==> config.mk <==
export PLATFORM = sky130hd
export DESIGN_NAME = trace_streamer
export DESIGN_NICKNAME = d
export VERILOG_FILES = /design/src/rtl/trace_pkg.sv /design/src/rtl/trace_streamer.sv
export SDC_FILE = /design/constraint.sdc
export NUM_CORES = 1
export LEC_CHECK = 0
export ABC_AREA = 1
export CORE_ASPECT_RATIO = 1.75
export CORE_MARGIN = 1
export CORE_UTILIZATION = 50
export CTS_CLUSTER_DIAMETER = 80
export DETAILED_ROUTE_END_ITERATION = 6
export GPL_ROUTABILITY_DRIVEN = 0
export PLACE_DENSITY = 0.87
export SETUP_SLACK_MARGIN = 0.02
export SLEW_MARGIN = 0
export SYNTH_ARGS = -nofsm -noshare
export SYNTH_HDL_FRONTEND = slang
export SYNTH_SLANG_ARGS = --single-unit
==> constraint.sdc <==
create_clock -name clk_in -period 3.9 [get_ports clk_in]
set_clock_uncertainty 0.05 [all_clocks]
set_input_delay 1.17 -clock clk_in [delete_from_list [all_inputs] [get_ports clk_in]]
set_output_delay 1.17 -clock clk_in [all_outputs]
set_load 0.1 [all_outputs]
==> src/rtl/trace_pkg.sv <==
// Shared constants and state encoding for the CPU trace record streamer.
package trace_pkg;

    localparam int          DATA_W       = 32;
    localparam logic [15:0] SYNC_MARK    = 16'hC0DE;
    localparam int          RECORD_WORDS = 35;
    localparam int          HDR_WORDS    = 3;
    localparam int          IDX_W        = $clog2(RECORD_WORDS);

    typedef enum logic [1:0] {
        IDLE = 2'd0,
        HDR  = 2'd1,
        REGS = 2'd2
    } state_t;

endpackage

==> src/rtl/trace_streamer.sv <==
// Streams one {header, pc, instr, regfile} record per traced commit on a
// valid/ready word interface, stalling the CPU while the record is in flight.
module trace_streamer #(
    parameter int          NUM_REGS  = 32,
    parameter logic [15:0] SYNC_MARK = trace_pkg::SYNC_MARK
) (
    input  logic                        clk_in,
    input  logic                        reset,
    input  logic                        trace_en,
    input  logic                        commit_valid,
    input  logic [31:0]                 commit_pc,
    input  logic [31:0]                 commit_inst,
    output logic                        cpu_stall,
    output logic [$clog2(NUM_REGS)-1:0] dbg_raddr,
    input  logic [31:0]                 dbg_rdata,
    output logic                        out_valid,
    input  logic                        out_ready,
    output logic [31:0]                 out_data,
    output logic                        out_last,
    output logic                        busy
);
    import trace_pkg::*;

    localparam int              AW       = $clog2(NUM_REGS);
    localparam logic [IDX_W-1:0] HDR_LAST = IDX_W'(HDR_WORDS - 1);
    localparam logic [IDX_W-1:0] REC_LAST = IDX_W'(HDR_WORDS + NUM_REGS - 1);

    state_t             state;
    state_t             state_next;
    logic [IDX_W-1:0]   word_idx;   // index of the word currently on out_data
    logic [15:0]        seq;
    logic [DATA_W-1:0]  cap_pc;
    logic [DATA_W-1:0]  cap_inst;
    logic               capture;
    logic               xfer;

    // State register; reset aborts any record in flight.
    always_ff @(posedge clk_in or negedge reset) begin
        if (!reset) state <= IDLE;
        else        state <= state_next;
    end

    // Next-state logic; stall is asserted for every non-idle cycle.
    always_comb begin
        state_next = state;
        capture    = 1'b0;
        cpu_stall  = 1'b0;
        xfer       = out_valid && out_ready;
        case (state)
            IDLE: begin
                if (trace_en && commit_valid) begin
                    capture    = 1'b1;
                    state_next = HDR;
                end
            end
            HDR: begin
                cpu_stall = 1'b1;
                if (xfer && word_idx == HDR_LAST) state_next = REGS;
            end
            REGS: begin
                cpu_stall = 1'b1;
                if (xfer && word_idx == REC_LAST) state_next = IDLE;
            end
            default: state_next = IDLE;
        endcase
        busy = cpu_stall;
    end

    // Debug read address points at the register feeding the next word load;
    // it stays 0 through the header and wraps harmlessly on the final word.
    always_comb begin
        dbg_raddr = '0;
        if (word_idx >= HDR_LAST) dbg_raddr = AW'(word_idx - HDR_LAST);
    end

    // pc/instr snapshot taken on the capture edge; pure data, no reset needed.
    always_ff @(posedge clk_in) begin
        if (capture) begin
            cap_pc   <= commit_pc;
            cap_inst <= commit_inst;
        end
    end

    // Output word register, word counter and record sequence number.
    always_ff @(posedge clk_in or negedge reset) begin
        if (!reset) begin
            out_valid <= 1'b0;
            out_data  <= '0;
            out_last  <= 1'b0;
            word_idx  <= '0;
            seq       <= '0;
        end else if (capture) begin
            out_valid <= 1'b1;
            out_data  <= {SYNC_MARK, seq};
            out_last  <= 1'b0;
            word_idx  <= '0;
        end else if (state != IDLE && xfer) begin
            if (word_idx == REC_LAST) begin
                out_valid <= 1'b0;
                out_data  <= '0;
                out_last  <= 1'b0;
                word_idx  <= '0;
                seq       <= seq + 16'd1;
            end else begin
                word_idx <= word_idx + IDX_W'(1);
                out_last <= (word_idx == REC_LAST - IDX_W'(1));
                if (word_idx == '0)            out_data <= cap_pc;
                else if (word_idx == IDX_W'(1)) out_data <= cap_inst;
                else                            out_data <= dbg_rdata;
            end
        end
    end

endmodule

After elaboration in Yosys (flattened, before gate mapping)
Index checks and enable logic that the tools add are counted.

word-level totals
  input bits = 101
  bits in registers = 122
  logic and storage cells = 58
  output and inout bits = 41

operators by class
  bitwise operators = 1
  add/subtract/negate cells = 3
  equality and inequality tests = 9
  order comparisons = 1
  reduce and logical (&&, ||, !) cells = 14
  multiplexer cells = 22

operators with widths
  operator                                                               number
  32-bit two-way mux                                                     5
  6-bit two-way mux                                                      3
  16-bit by 1-bit adder with 16-bit output, second input constant        1
  6-bit == test, second input constant                                   2
  1-bit two-way mux                                                      9
  6-bit by 1-bit adder with 6-bit output, second input constant          1
  6-bit by 1-bit == test with 1-bit output, second input constant        1
  6-bit by 2-bit == test with 1-bit output, second input constant        1
  6-bit by 2-bit >= comparator with 1-bit output, second input constant  1
  6-bit zero test                                                        1
  2-bit two-way mux                                                      3
  2-bit inequality test, second input constant                           3
  2-bit case mux with 3 select lines                                     1
  3-bit AND reduction                                                    2
  2-bit nonzero test                                                     3
  1-bit logical AND                                                      5
  5-bit two-way mux                                                      1
  5-bit by 2-bit subtractor with 5-bit output, second input constant     1
  2-bit by 1-bit == test with 1-bit output, second input constant        1
  2-bit == test, second input constant                                   1
  2-bit zero test                                                        1
  2-bit AND reduction                                                    1
  2-bit OR reduction                                                     1
  1-bit inverter                                                         1

Longest topological paths before layout
  word-level depth = 6
  mapped depth = 9

Worst setup path after synthesis
Ideal clock, no wire load.

  path type = input port to flip-flop
  from = in trace_en
  to = reg cap_inst[0], enable pin
  library setup time = 0.453 ns
  stages on the path = 3
  path slack = -0.055 ns
  arrival time = 3.452 ns
  cell sequence = nand3_1 -> clkinv_1 -> buf_1

between the ends
  longest elaborated chain between the ends = 3

RTL lines
  what                  RTL line              text
  start, declared       trace_streamer.sv:9   input logic trace_en,
  1-bit logical AND     trace_streamer.sv:51  if (trace_en && commit_valid) begin
  1-bit two-way mux     trace_streamer.sv:51
  1-bit two-way mux     trace_streamer.sv:49  case (state)
  named net capture     trace_streamer.sv:34  logic capture;
  end signal, assigned  trace_streamer.sv:80  cap_inst <= commit_inst;
  end, declared         trace_streamer.sv:33  logic [DATA_W-1:0] cap_inst;

The timed path passes the listed nets, and every way through them passes these cells.
A chain may end at the register's enable or synchronous reset.

Worst setup path after layout
  from = reg word_idx[0]
  to = out dbg_raddr[4]

between the ends
  longest elaborated chain between the ends = 2
  elaborated cells between the ends (all ways) = 3
  classes of those cells = add/sub: 1; order compare: 1; mux: 1

RTL lines
  what                                                                                                                  RTL line               text
  start, declared                                                                                                       trace_streamer.sv:30   logic [IDX_W-1:0] word_idx;
  start signal, assigned                                                                                                trace_streamer.sv:105  word_idx <= word_idx + IDX_W'(1);
  5-bit by 2-bit subtractor with 5-bit output / 6-bit by 2-bit >= comparator with 1-bit output (equally long branches)  trace_streamer.sv:73   if (word_idx >= HDR_LAST) dbg_raddr = AW'(word_idx - HDR_LAST);
  5-bit two-way mux *                                                                                                   trace_streamer.sv:73
  end, declared                                                                                                         trace_streamer.sv:14   output logic [$clog2(NUM_REGS)-1:0] dbg_raddr,

Every way passes the cells marked *; elsewhere a longest branch is shown, timed or not.

==> impl_metrics.tcl <==
set metrics [dict create \
    vias_per_cell 5.62 \
    drt_wl_total_mm 15.3 \
    fp-row-count 51 \
    ir_drop_uv 816 \
    cpPeakStageDelay_ns 0.41 \
    first_pass_iters 6 \
    p_leak_nw 3.35 \
    nets 872 \
    h-tree-depth 4 \
    cts-hold-fix-buffers 0 \
    path_max_fanout 5 \
    grt_pass1_wl_mm 24.3 \
    yosys.area.top_type_share_pct 33.7 \
    cts_tree "done" \
    r2r_cells 9 \
    path_buf_inv 2 \
    cts_buffers 17 \
    timing.final.max_slew_violations 0 \
    coreArea_sq_mm 0.0111 \
    path_clk_slew_ns 0.06 \
    synth_edf_count 64 \
    worst_pin_slew_ns 0.989 \
    outcome "finished, final reports clean" \
    portBuffers 141 \
    critPathLaunchType "flop" \
    period_needed_ns 3.16 \
    synthArstFlopShare_pct 47.5 \
    crit_path_end_kind "primary output" \
    cts_resized 0 \
    relSlewSlack_pct 34.1 \
    finalCritPeriodShare_pct 81.1 \
    drtIter0Drc 484 \
    fp.dieH_um 143 \
    setup_viol 0 \
    grt_usage_pct 28.4 \
    maxCapViolations 0 \
    cts_max_path_buffers 2 \
    drc_errors 0 \
    diodes 0 \
    num_vias 5096 \
    synthToLayoutAreaGrowth_pct 35.8 \
    ys_seq_area_share_pct 59.1 \
    syn_area_per_cell_sq_um 9.20 \
    powerDensity_mw_per_mm2 885 \
    synth_top_flop_cell "edfxtp_1" \
    grt_max_degree 65 \
    io_pins 142 \
    critPathKind "flop to primary output" \
    ant_nets 0 \
    slowest_stage "dfrtp_1" \
    layout-drive-gt1-share_pct 12.9 \
    crit_family "flip-flops" \
    synthTopCellsByArea "edfxtp_1 (34%), dfrtp_1 (25%), nand2_1 (12%)" \
    final_cells 906 \
    cts.sinks 122 \
    start_util_pct 51.4 \
    wl_per_cell_um 16.8 \
    die_area_sq_mm 0.0119 \
    synthTopCellsByCount "nand2_1 (189), nor2_1 (93), edfxtp_1 (64)" \
    dpl.hpwl_mm 10.6 \
    synth_top_cell_by_area "edfxtp_1" \
    postSynthCellCount 620 \
    min_delay_path_depth 2 \
    fin_tns_setup_ns 0 \
    critical_path.cell_chain "inv_1 > ha_1 > nor3b_4 > a21oi_1 > buf_12" \
    critPathArrivalTime_ns 1.94 \
    fmax_mhz 316 \
    postCtsSetupBuffers 0 \
    ys_warn_count 0 \
    synth_most_common_cell "nand2_1" \
    min_path_type "flop to flop" \
    die_x_um 82.7 \
    rsz0062_at_grt "no" \
    antenna_found_initial 0 \
    overflow 0 \
    synth_nets 731 \
    ys_seq_elements 122 \
    hold_viol 0 \
    clock_latency_ns 0.42 \
    cts_root_buf "clkbuf_16" \
    required_ns 2.68 \
    cp_num_cells 5 \
    numPlacedInstances 874 \
    synth_cell_types 27 \
    netlist_area_sq_mm 0.00570 \
    grt_pass1_vias 5201 \
]
-- cell type report --
type	count	area (sq um)
Fill cell	758	3360
Sequential cell	122	3370
Timing Repair Buffer	152	1410
Clock inverter	14	186
Tap cell	132	165
Clock buffer	18	429
Inverter	25	95.1
Multi-Input combinational cell	443	2090
-- metal layers --
| layer | up-vias | GRT usage [%] | part of all wire [%] | wire length [um] |
|---|---|---|---|---|
| li1 | 2356 | - | - | - |
| met1 | 2336 | 29.4 | 33 | 4980 |
| met2 | 299 | 47.0 | 52 | 7930 |
| met3 | 105 | 9.46 | 8.7 | 1330 |
| met4 | 0 | 19.1 | 6.7 | 1020 |
| met5 | - | 0 | 0 | 0 |
-- placed cells by master (no fill, tap or decap), drive strengths merged --
master / netlist / layout
nand2: 192 / 192
clkdlybuf4s50: 0 / 99
nor2: 97 / 97
nand3: 65 / 65
edfxtp: 64 / 64
dfrtp: 58 / 58
buf: 25 / 53
nand4: 41 / 41
inv: 23 / 30
clkbuf: 5 / 18
a21oi: 13 / 13
ha: 10 / 10
o21ai: 9 / 9
xnor2: 6 / 6
nor3: 5 / 5
xor2: 4 / 4
clkinvlp: 0 / 4
bufinv: 0 / 3
clkinv: 2 / 2
nor3b: 1 / 1
-- state kept, by name, summed over array words and instances (netlist names) --
signal,count
cap_inst,32
cap_pc,32
out_data,32
out_last,1
out_valid,1
seq,16
state,2
word_idx,6
-- worst paths after layout --
check,end,startpoint,slack (ns)
setup / recovery,dbg_raddr[4],word_idx[0],0.74
hold / removal,out_data[29],out_data[29],0.44
setup reg to reg,out_data[1],word_idx[1],1.29
hold reg to reg,out_data[29],out_data[29],0.44
max in group asynchronous,out_data[4],reset,2.23
min in group asynchronous,out_data[20],reset,0.87
-- power by group --
group | total, mW | switching (mW) | internal, mW
logic | 3.43 | 2.62 | 0.817
clock network | 1.64 | 0.622 | 1.02
registers | 1.78 | 0.156 | 1.62
total | 6.86 | 3.40 | 3.46
-- worst register-to-register path, stage by stage (launching register included) --
cell     delay (ns)
dfrtp_1        0.45
inv_1          0.15
ha_1           0.16
buf_4          0.35
nand3_1        0.50
buf_4          0.40
nand2_1        0.11
nand3_1        0.07
nand2_1        0.14
nand3_1        0.10
-- logic make-up after synthesis --
logic type      Yosys count  share of synthesized area [%]
xor+xnor                 10                           1.54
flops                   122                           59.1
simple gates            401                           30.9
buf+inv                  55                           4.26
fa+ha+maj                10                           2.19
compound gates           22                           1.93
-- through the flow --
stage	utilization [%]	hold slack, ns	cell area (sq um)	worst slack [ns]	total power, mW
2_1_floorplan	-	0.417	5710	0.0230	4.39
3_5_place_dp	64.2	0.419	7130	0.730	5.19
4_1_cts	69.8	0.434	7750	0.737	6.86
3_3_place_gp	64.2	0.421	7130	0.780	5.13
6_report	69.8	0.436	7750	0.739	6.86
5_1_grt	69.8	0.460	7750	0.712	7.15
No activity file was read; power rests on OpenSTA's default activity.
